[config.mk]
export PLATFORM = sky130hd
export DESIGN_NAME = ccd_line_timing_gen
export DESIGN_NICKNAME = d
export VERILOG_FILES = /design/src/rtl/ccd_line_timing_gen.sv
export SDC_FILE = /design/constraint.sdc
export NUM_CORES = 1
export LEC_CHECK = 0
export BUFFER_PORTS_ARGS = -buffer_cell sky130_fd_sc_hd__buf_2
export CORE_ASPECT_RATIO = 0.75
export CORE_MARGIN = 1.5
export CORE_UTILIZATION = 58
export DETAILED_ROUTE_END_ITERATION = 10
export HOLD_SLACK_MARGIN = 0.02
export PLACE_DENSITY = 0.85
export SYNTH_ARGS = -nofsm -noshare
export SYNTH_HDL_FRONTEND = slang
export SYNTH_SLANG_ARGS = --single-unit
[constraint.sdc]
create_clock -name pxl_clk -period 2.7 [get_ports pxl_clk]
set_input_delay 0.54 -clock pxl_clk [delete_from_list [all_inputs] [get_ports pxl_clk]]
set_output_delay 0.54 -clock pxl_clk [all_outputs]
set_load 0.02 [all_outputs]
[src/rtl/ccd_line_timing_gen.sv]
// ccd_line_timing_gen: linear-CCD line timing generator (pre-gap, SH pulse, post-gap, pixel shift, line gap).
// Define CCD_CLAMP_EN to add the cp_puls clamp output; the default build has no clamp port.
module ccd_line_timing_gen #(
  parameter int PIXELS   = 2088,
  parameter int SH_PRE   = 5,
  parameter int SH_WIDTH = 25,
  parameter int SH_POST  = 5,
  parameter int CNT_W    = 25,
  parameter int IDX_W    = 12,
  parameter int CP_WIDTH = 2
) (
  input  logic             pxl_clk,
  input  logic             rst,
  input  logic             trigger_mode,
  input  logic             ext_trigger,
  input  logic [CNT_W-1:0] f_cnt,
  output logic             sh_puls,
  output logic             f2_puls,
  output logic             rs_puls,
  output logic             os_tvalid,
  output logic [IDX_W-1:0] pxl_idx,
  output logic             line_start,
  output logic             trig_overrun
`ifdef CCD_CLAMP_EN
  , output logic           cp_puls
`endif
);

  localparam int LOAD_LEN = SH_PRE + SH_WIDTH + SH_POST;

  localparam logic [2:0] ST_IDLE = 3'b000;
  localparam logic [2:0] ST_LOAD = 3'b001;
  localparam logic [2:0] ST_TRAN = 3'b010;
  localparam logic [2:0] ST_WAIT = 3'b100;

  localparam logic [CNT_W-1:0] LOAD_LAST = CNT_W'(LOAD_LEN - 1);
  localparam logic [CNT_W-1:0] TRAN_LAST = CNT_W'(PIXELS - 1);
  localparam logic [CNT_W-1:0] SH_ON     = CNT_W'(SH_PRE);
  localparam logic [CNT_W-1:0] SH_OFF    = CNT_W'(SH_PRE + SH_WIDTH);

  logic [2:0]       state, state_nxt;
  logic [CNT_W-1:0] cnt, cnt_nxt;
  logic [CNT_W-1:0] gap_shadow;
  logic             mode_q;
  logic             trig_s1, trig_s2, trig_s3, trig_edge;
  logic             busy;

  // Two-flop synchroniser, edge register, then a registered edge pulse so
  // line_start lands three edges after ext_trigger is first sampled high.
  always_ff @(posedge pxl_clk or posedge rst) begin
    if (rst) begin
      trig_s1   <= 1'b0;
      trig_s2   <= 1'b0;
      trig_s3   <= 1'b0;
      trig_edge <= 1'b0;
    end else begin
      trig_s1   <= ext_trigger;
      trig_s2   <= trig_s1;
      trig_s3   <= trig_s2;
      trig_edge <= trig_s2 & ~trig_s3;
    end
  end

  always_comb begin
    state_nxt = state;
    cnt_nxt   = cnt + 1'b1;
    case (state)
      ST_IDLE: begin
        cnt_nxt = '0;
        if (!trigger_mode || trig_edge) state_nxt = ST_LOAD;
      end
      ST_LOAD: if (cnt == LOAD_LAST) begin
        state_nxt = ST_TRAN;
        cnt_nxt   = '0;
      end
      ST_TRAN: if (cnt == TRAN_LAST) begin
        state_nxt = ST_WAIT;
        cnt_nxt   = '0;
      end
      ST_WAIT: if (mode_q || cnt == gap_shadow) begin
        state_nxt = ST_IDLE;
        cnt_nxt   = '0;
      end
      default: begin
        state_nxt = ST_IDLE;
        cnt_nxt   = '0;
      end
    endcase
  end

  assign busy = (state == ST_LOAD) || (state == ST_TRAN) || (state == ST_WAIT);

  // Mode is latched only while idle and the gap on the first LOAD cycle, so
  // register writes mid-line take effect on the following line.
  always_ff @(posedge pxl_clk or posedge rst) begin
    if (rst) begin
      state      <= ST_IDLE;
      cnt        <= '0;
      mode_q     <= 1'b0;
      gap_shadow <= '0;
    end else begin
      state <= state_nxt;
      cnt   <= cnt_nxt;
      if (state == ST_IDLE) mode_q <= trigger_mode;
      if (state == ST_LOAD && cnt == '0) gap_shadow <= f_cnt;
    end
  end

  // Outputs are registered from the next-state view so they line up with the state register.
  always_ff @(posedge pxl_clk or posedge rst) begin
    if (rst) begin
      sh_puls      <= 1'b0;
      f2_puls      <= 1'b1;
      rs_puls      <= 1'b1;
      os_tvalid    <= 1'b0;
      pxl_idx      <= '0;
      line_start   <= 1'b0;
      trig_overrun <= 1'b0;
    end else begin
      sh_puls      <= (state_nxt == ST_LOAD) && (cnt_nxt >= SH_ON) && (cnt_nxt < SH_OFF);
      f2_puls      <= (state_nxt != ST_LOAD);
      rs_puls      <= (state_nxt != ST_LOAD);
      os_tvalid    <= (state_nxt == ST_TRAN);
      pxl_idx      <= (state_nxt == ST_TRAN) ? cnt_nxt[IDX_W-1:0] : '0;
      line_start   <= (state == ST_IDLE) && (state_nxt == ST_LOAD);
      trig_overrun <= trig_edge && busy;
    end
  end

`ifdef CCD_CLAMP_EN
  localparam logic [CNT_W-1:0] CP_END = CNT_W'(CP_WIDTH);

  always_ff @(posedge pxl_clk or posedge rst) begin
    if (rst) cp_puls <= 1'b0;
    else     cp_puls <= (state_nxt == ST_TRAN) && (cnt_nxt < CP_END);
  end
`endif

endmodule

==> out/results.ini, run 1 <==
[sta]
fin_ws_ps = 255
hold_violations = 0
tightestPinTransition_ps = 587
setup_violations = 0
finalSetupTns_ps = 0
post-route-min-period_ps = 2440
max_freq_mhz = 409
fin_crit_sh_pct = 90.5
maxSlewHeadroom_pct = 60.8
maxSlewViolCount = 0
rsz0062_at_grt = no
clock_skew_ps = 6.24
hold_ws_ps = 242

[global_route]
grt_pass1_wl_mm = 12.8
grt_max_degree = 30
antenna_found_initial = 0
grt_pass1_vias = 2516
grt_usage_pct = 24.9
grt.overflow.total = 0

[synth]
synthTopCellsByArea = dfrtp_1, xnor2_1, mux2_2, nor2_1, xor2_1
synth_top_cell_area_share_pct = 48.7
synth_cell_types = 52
ys_warn_count = 0
ys_seq_area_share_pct = 49.4
syn_nets = 377
synth_area_per_cell_sq_um = 11.0
synth_cells = 345
yosys_most_used_dff = dfrtp_1
synth.cell_area_sq_um = 3800
synth_edf_count = 0
ys_async_sr_fraction_pct = 100
ys_ff_latch = 75
yosysTopAreaCell = dfrtp_1

[floorplanning]
rows = 25
die_w_um = 96.5
initial_core_util_pct = 60.2
die_y_um = 73.1
ios = 47
core_sq_um = 6320
die-area_sq_um = 7060

[flow_run]
cap_violations = 0

[critical_path]
crit_required_ps = 2960
crit_top_cell = nand4_1
max_stage_delay_ps = 490
critPathSlowestCell = dfrtp_1
crit_type = reg -> reg
crit_fanout = 8
path_cells = ha_1 -> nand3_4 -> nor4_4 -> nand4_1 -> a222oi_1 -> nand4_1 -> nor4_2
arrival_ps = 2710
end_kind = register
cp-start-kind = register

[power]
pwr_density_cell_nw_per_um2 = 977
leakage_nw = 1.99
vdd_drop_max_uv = 602

[cells_and_area]
fill_cells = 487
layout_commonest_cell = dfrtp_1
syn_to_final_growth_pct = 13.3
fin_util_pct = 68.2
final_cell_mix = dfrtp_1, nor2_1, buf_2, xnor2_1, mux2_2
final_nets = 414
instances_no_fill = 468
antenna_cells = 0
drive_above_1_share_pct = 28.7

[routing]
wl_per_cell_um = 16.8
via_count = 2686
drt_iter0_markers = 207
postRouteAntennaNets = 0
dr.pass1.iters = 4
drcViolationCount = 0
routed_wl_mm = 7.88
vias_per_cell = 5.74

[placement]
place.gp.congestion = 0.915
placedCellCount = 452
post-dp-hpwl_mm = 5.79
numPortBuffers = 46
place_ws_ps = 134

[worst_hold_path]
hold_class = in -> async

[clock_tree]
cts.clk_slew.worst_paths_ps = 70
cts_inserted_buffers = 9
insertion_delay_ps = 360
cts_max_level = 3
cts_resized = 0
clockBufferDepth = 2
hold_buffers = 0
clkSinkCount = 75
cts_tree = built
cts_setup_buffers = 0
cts_root_buf = clkbuf_8

[status]
status = finished clean

metrics by stage:
step	total power, mW	cell area [sq um]
after global placement	2.97	4030
final	4.21	4310
after global routing	4.43	4310
after detailed placement	3.05	4030
after floorplan	2.75	3800
after CTS	4.23	4310
synth_stat cells, drive strengths merged, types with 2 or more instances:
master  count
nand4      13
and3        5
buf        20
inv         9
and4        7
xor2       17
nor3b       3
xnor2      39
a21oi       4
nor3        8
nor4        7
o211ai      2
mux2       26
a311oi      2
clkbuf      6
or3         2
nor2       47
ha          3
nor2b       2
nand2      14
nand3       9
o21ai       5
a31oi       4
dfrtp      74
per-layer routing:
layer  vias to the layer above  GRT usage (%)  part of all wire [%]
met1                      1329           35.5                    47
met4                         0           8.21                   1.2
met5                         -              0                     0
li1                       1255              -                     -
met2                        90           37.0                    44
met3                        12           6.77                   7.5
registers in the layout, summed over array words and instances (netlist names):
signal        flops
state             3
trig_edge         1
sh_puls           1
cnt              25
pxl_idx          12
trig_s1           1
trig_s2           1
trig_overrun      1
gap_shadow       25
line_start        1
rs_puls           1
os_tvalid         1
mode_q            1
trig_s3           1
final timing paths:
| kind | start | endpoint | slack, ps | cells after the start |
|---|---|---|---|---|
| setup / recovery | cnt[1] | sh_puls | 260 | 7 |
| hold / removal | rst | gap_shadow[8] | 240 | 2 |
| setup reg to reg | cnt[1] | sh_puls | 260 | 7 |
| hold reg to reg | trig_s1 | trig_s2 | 350 | 0 |
| max in group asynchronous | rst | rs_puls | 1700 | 3 |
| min in group pxl_clk | ext_trigger | trig_s1 | 290 | 1 |
worst max-delay path: cells and delay by family, from the launching register on:
kind	cells	cell delay [ps]
DFF	1	490
AOI/OAI and AO/OA	1	280
adders and majority gates	1	420
and+or+nand+nor	5	1150
power breakdown:
| part | internal, mW | switching, mW | total, mW |
|---|---|---|---|
| Sequential | 1.41 | 0.304 | 1.72 |
| Clock | 0.758 | 0.410 | 1.17 |
| Combinational | 0.688 | 0.639 | 1.33 |
cell families (layout without fill, tap and decap cells):
logic type	Yosys count	count (layout)	synth area share (%)
buf+inv	35	77	5.10
mux	26	26	7.69
xor+xnor	56	56	12.9
fa+ha+maj	3	3	0.987
compound gates	29	29	5.46
simple gates	121	121	18.5
flops	75	75	49.4
cell type report:
class                           count  area (sq um)  share of cell area, %
Tap cell                           81           101                   2.35
Clock inverter                      4           120                   2.79
Timing Repair Buffer               52           288                   6.68
Sequential cell                    75          1880                   43.6
Multi-Input combinational cell    235          1730                   40.2
Clock buffer                       12           155                   3.60
Inverter                            9          33.8                  0.784
(Power assumes the default switching activity.)
==> run 2, diff against run 1 <==
--- a/config.mk
+++ b/config.mk
@@ -6,12 +6,14 @@
 export NUM_CORES = 1
 export LEC_CHECK = 0
 export BUFFER_PORTS_ARGS = -buffer_cell sky130_fd_sc_hd__buf_2
+export CELL_PAD_IN_SITES_DETAIL_PLACEMENT = 1
+export CELL_PAD_IN_SITES_GLOBAL_PLACEMENT = 1
 export CORE_ASPECT_RATIO = 0.75
 export CORE_MARGIN = 1.5
-export CORE_UTILIZATION = 58
+export CORE_UTILIZATION = 49
 export DETAILED_ROUTE_END_ITERATION = 10
 export HOLD_SLACK_MARGIN = 0.02
-export PLACE_DENSITY = 0.85
+export PLACE_DENSITY = 0.89
 export SYNTH_ARGS = -nofsm -noshare
 export SYNTH_HDL_FRONTEND = slang
 export SYNTH_SLANG_ARGS = --single-unit
==> constraint.sdc (replaced) <==
create_clock -name pxl_clk -period 2.89 [get_ports pxl_clk]
set_input_delay 0.578 -clock pxl_clk [delete_from_list [all_inputs] [get_ports pxl_clk]]
set_output_delay 0.578 -clock pxl_clk [all_outputs]
set_load 0.02 [all_outputs]
==> out/results.ini, run 2 (synthesis gave the netlist of run 1 again) <==
[critical_path]
crit_type = reg -> reg
max_stage_delay_ps = 550  ; +60 ps
cp-start-kind = register
path_cells = ha_1 -> nand3_4 -> nor4_4 -> nand4_1 -> a222oi_1 -> nand4_1 -> nor4_2
worst-path-buf-inv = 0  ; unchanged
arrival_ps = 2900  ; +190 ps
end_kind = register
crit_fanout = 10  ; +2
critPathSlowestCell = dfrtp_1
crit_top_cell = nand4_1
path_delay_family = simple AND/OR/NAND/NOR gates
crit_required_ps = 3160  ; +200 ps

[sta]
fin_crit_sh_pct = 91.2  ; +0.70 points
finalSetupTns_ps = 0  ; unchanged
maxSlewViolCount = 0  ; unchanged
post-route-min-period_ps = 2640  ; +192 ps
hold_violations = 0  ; unchanged
clock_skew_ps = 6.27  ; +0.0300 ps
setup_violations = 0  ; unchanged
rsz0062_at_grt = no
max_freq_mhz = 379  ; -7.3%
tightestPinTransition_ps = 566  ; -21.7 ps
maxSlewHeadroom_pct = 62.3  ; +1.5 points

[placement]
placedCellCount = 473  ; +4.6%
place.gp.congestion = 0.900  ; -1.7%
dpl_cell_area_sq_um = 4050  ; +0.50%
post-dp-hpwl_mm = 6.86  ; +19%
numPortBuffers = 46  ; unchanged

[power]
swShare_pct = 33.8  ; +1.7 points
leakage_nw = 1.98  ; -0.85%
p_total_mw = 3.83  ; -9.0%
switchingPower_mw = 1.30  ; -4.1%
intPower_mw = 2.54  ; -11%
power_frac_seq_pct = 42.4  ; +1.7 points
vdd_drop_max_uv = 465  ; -23%
pwr_density_cell_nw_per_um2 = 892  ; -8.7%
clock_power_share_pct = 25.9  ; -1.8 points
comb_power_share_pct = 31.7  ; +0.2 points

[clock_tree]
clkSinkCount = 75  ; unchanged
cts_tree = built
cts_setup_buffers = 0  ; unchanged
insertion_delay_ps = 360  ; about the same
hold_buffers = 0  ; unchanged
cts.clk_slew.worst_paths_ps = 80  ; about the same
cts_resized = 0  ; unchanged
clockBufferDepth = 2  ; unchanged
cts_root_buf = clkbuf_8
cts_inserted_buffers = 9  ; unchanged
cts_max_level = 3  ; unchanged

[global_route]
antenna_found_initial = 0  ; unchanged
grt_pass1_wl_mm = 15.5  ; +21%
grt_usage_pct = 24.6  ; -0.35 points
grt_pass1_vias = 2875  ; +14%
grt.overflow.total = 0  ; unchanged
grt_max_degree = 28  ; -6.7%

[cells_and_area]
instances_no_fill = 489  ; +4.5%
final_cell_mix = dfrtp_1, nor2_1, buf_2, xnor2_1, mux2_2
seqCellArea_sq_um = 1880  ; unchanged
fill_cells = 822  ; +69%
antenna_cells = 0  ; unchanged
multiInputGateArea_sq_um = 1730  ; unchanged
final_nets = 415  ; +0.24%
top_regs = cnt: 25 flops, gap_shadow: 25 flops, pxl_idx: 12 flops
layout_commonest_cell = dfrtp_1
drive_above_1_share_pct = 28.6  ; -0.074 points
syn_to_final_growth_pct = 12.9
final_cell_area_sq_um = 4300  ; -0.29%

[floorplanning]
die_y_um = 79.3  ; +8.4%
ios = 47  ; unchanged
die-area_sq_um = 8310  ; +18%
core_sq_um = 7430  ; +18%
die_w_um = 105  ; +8.5%
rows = 27  ; +8.0%
initial_core_util_pct = 51.2  ; -9.0 points

[routing]
vias_per_cell = 5.62  ; -2.1%
postRouteAntennaNets = 0  ; unchanged
drcViolationCount = 0  ; unchanged
drt_iter0_markers = 174  ; -16%
dr.pass1.iters = 4  ; unchanged
wl_per_cell_um = 18.9  ; +12%
routed_wl_mm = 9.23  ; +17%
via_count = 2747  ; +2.3%

[status]
status = finished clean

[worst_hold_path]
hold_class = in -> async

[flow_run]
cap_violations = 0  ; unchanged

run 2: layout make-up:
class,instances,area share [%]
Inverter,9,0.786
Clock inverter,4,2.27
Clock buffer,12,3.38
Multi-Input combinational cell,235,40.3
Sequential cell,75,43.7
Tap cell,101,2.94
Timing Repair Buffer,53,6.58
run 2: per-layer routing:
| layer | up-vias | GRT usage (%) | wire (um) |
|---|---|---|---|
| met5 | - | 0 | 0 |
| met4 | 0 | 6.30 | 72 |
| met3 | 6 | 6.16 | 487 |
| met2 | 79 | 39.0 | 4280 |
| met1 | 1394 | 33.9 | 4390 |
| li1 | 1268 | - | - |
run 2: worst paths after layout:
kind	startpoint	end	cells after the start	slack, ps
hold / removal	rst	gap_shadow[7]	2	260
setup reg to reg	cnt[0]	sh_puls	7	250
min in group pxl_clk	ext_trigger	trig_s1	1	340
hold reg to reg	trig_s1	trig_s2	0	360
max in group asynchronous	rst	rs_puls	3	1830
setup / recovery	cnt[0]	sh_puls	7	250
run 2: power groups by stage:
| stage | logic (mW) | clock network [mW] | registers [mW] |
|---|---|---|---|
| finish | 1.21 | 0.992 | 1.63 |
| floorplan | 1.08 | 0 | 1.50 |
| detailed placement | 1.21 | 0 | 1.65 |
| CTS | 1.22 | 1.02 | 1.63 |
| global placement | 1.15 | 0 | 1.61 |
| global route | 1.32 | 1.05 | 1.67 |
run 2: stage by stage:
stage	setup slack (ps)	hold slack, ps	util, %
floorplan	404	331	-
global placement	490	338	54.5
detailed placement	303	345	54.5
CTS	253	268	57.8
global route	21.0	285	57.8
finish	253	260	57.8
==> run 3, diff against run 2 <==
--- a/config.mk
+++ b/config.mk
@@ -13,6 +13,7 @@
 export CORE_UTILIZATION = 49
 export DETAILED_ROUTE_END_ITERATION = 10
 export HOLD_SLACK_MARGIN = 0.02
+export MAX_ROUTING_LAYER = met4
 export PLACE_DENSITY = 0.89
 export SYNTH_ARGS = -nofsm -noshare
 export SYNTH_HDL_FRONTEND = slang
==> out/results.ini, run 3 (synthesis gave the netlist of run 1 again) <==
[clock_tree]
cts_setup_buffers = 0  ; unchanged
cts_resized = 0  ; unchanged
clkSinkCount = 75  ; unchanged
cts.clk_slew.worst_paths_ps = 80  ; about the same
cts_root_buf = clkbuf_8
cts_tree = built
clockBufferDepth = 2  ; unchanged
cts_max_level = 3  ; unchanged
hold_buffers = 0  ; unchanged
insertion_delay_ps = 360  ; about the same
cts_inserted_buffers = 9  ; unchanged

[cells_and_area]
final_nets = 415  ; unchanged
instances_no_fill = 489  ; unchanged
final_cell_mix = dfrtp_1, nor2_1, buf_2, xnor2_1, mux2_2
fin_util_pct = 57.8  ; unchanged
fill_cells = 822  ; unchanged
antenna_cells = 0  ; unchanged
syn_to_final_growth_pct = 12.9  ; unchanged
multiInputGateArea_sq_um = 1730  ; unchanged
seqCellArea_sq_um = 1880  ; unchanged
top_regs = cnt: 25 flops, gap_shadow: 25 flops, pxl_idx: 12 flops
drive_above_1_share_pct = 28.6  ; unchanged
layout_commonest_cell = dfrtp_1

[worst_hold_path]
hold_class = in -> async

[power]
vdd_drop_max_uv = 463  ; -0.47%
comb_power_share_pct = 31.6  ; about the same
leakage_nw = 1.98  ; unchanged
intPower_mw = 2.54  ; about the same
switchingPower_mw = 1.29  ; -0.55%
clock_power_share_pct = 25.9  ; about the same
swShare_pct = 33.7  ; -0.12 points
pwr_density_cell_nw_per_um2 = 890  ; -0.19%
power_frac_seq_pct = 42.5  ; about the same

[critical_path]
crit_fanout = 10  ; unchanged
crit_top_cell = nand4_1
end_kind = register
path_cells = ha_1 -> nand3_4 -> nor4_4 -> nand4_1 -> a222oi_1 -> nand4_1 -> nor4_2
crit_type = reg -> reg
arrival_ps = 2910  ; about the same
max_stage_delay_ps = 550  ; about the same
ff2ff_setup_slack_ps = 250  ; about the same
cp-start-kind = register
crit_required_ps = 3160  ; about the same
critPathSlowestCell = dfrtp_1

[sta]
maxSlewViolCount = 0  ; unchanged
rsz0062_at_grt = no
clock_skew_ps = 5.35  ; -0.916 ps
hold_violations = 0  ; unchanged
hold_ws_ps = 257  ; -2.32 ps
post-route-min-period_ps = 2640  ; +4.24 ps
finalSetupTns_ps = 0  ; unchanged
max_freq_mhz = 379  ; -0.16%
setup_violations = 0  ; unchanged
maxSlewHeadroom_pct = 61.1  ; -1.1 points
fin_crit_sh_pct = 91.4  ; +0.15 points
tightestPinTransition_ps = 579  ; +13.3 ps

[global_route]
grt_pass1_wl_mm = 15.4  ; about the same
grt_usage_pct = 25.3  ; +0.73 points
grt_pass1_vias = 2868  ; -0.24%
grt_most_used_layer = met2
antenna_found_initial = 0  ; unchanged
met3_usage_pct = 5.25  ; -0.90 points
use_met2_pct = 39.1  ; +0.065 points
grt.overflow.total = 0  ; unchanged
grt_max_degree = 28  ; unchanged
met1_usage_pct = 34.0  ; +0.11 points

[routing]
postRouteAntennaNets = 0  ; unchanged
vias_per_cell = 5.62  ; about the same
drt_iter0_markers = 185  ; +6.3%
wl_per_cell_um = 18.7  ; -0.82%
routed_wl_mm = 9.15  ; -0.82%
drcViolationCount = 0  ; unchanged
dr.pass1.iters = 4  ; unchanged
via_count = 2748  ; +0.036%

[flow_run]
cap_violations = 0  ; unchanged

[floorplanning]
rows = 27  ; unchanged
ios = 47  ; unchanged
die_y_um = 79.3  ; unchanged
core_sq_um = 7430  ; unchanged
die_w_um = 105  ; unchanged
die-area_sq_um = 8310  ; unchanged
initial_core_util_pct = 51.2  ; unchanged

[placement]
place.gp.congestion = 0.915  ; +1.7%
numPortBuffers = 46  ; unchanged
post-dp-hpwl_mm = 6.86  ; unchanged
placedCellCount = 473  ; unchanged

[status]
status = finished clean

run 3: cell counts in the layout (fill, tap and decap cells not counted):
No cell type changed its count.
run 3: worst paths after layout:
| check | from | endpoint | cells after the start |
|---|---|---|---|
| hold reg to reg | trig_s1 | trig_s2 | 0 |
| min in group pxl_clk | ext_trigger | trig_s1 | 1 |
| max in group asynchronous | rst | rs_puls | 3 |
| setup reg to reg | cnt[0] | sh_puls | 7 |
| hold / removal | rst | gap_shadow[7] | 2 |
| setup / recovery | cnt[0] | sh_puls | 7 |
run 3: power groups by stage:
stage               registers [mW]  clock network [mW]  logic, mW
CTS                           1.63                1.02       1.22
finish                        1.63               0.991       1.21
global placement              1.61                   0       1.15
global route                  1.67                1.05       1.32
floorplan                     1.50                   0       1.08
detailed placement            1.65                   0       1.21
run 3: area by class of cell:
| class | count | share of cell area (%) |
|---|---|---|
| Tap cell | 101 | 2.94 |
| Timing Repair Buffer | 53 | 6.58 |
| Sequential cell | 75 | 43.7 |
| Clock buffer | 12 | 3.38 |
| Clock inverter | 4 | 2.27 |
| Inverter | 9 | 0.786 |
| Multi-Input combinational cell | 235 | 40.3 |
run 3: stage by stage:
stage	power (mW)	cell area [sq um]	setup slack, ps
3_3_place_gp	2.76	4050	490
3_5_place_dp	2.86	4050	303
6_report	3.83	4300	249
5_1_grt	4.04	4300	21.3
2_1_floorplan	2.57	3800	404
4_1_cts	3.86	4300	253
run 3: layer usage:
metal / wire length, um / share of wire, %
met5: 0 / 0
met2: 4210 / 46
met3: 458 / 5.0
met1: 4370 / 48
met4: 114 / 1.2
run 3: worst max-delay path, delay by kind of cell (launching register included):
family	cells	cell delay (ps)
compound gates	1	290
flops	1	550
simple gates	5	1280
fa+ha+maj	1	410
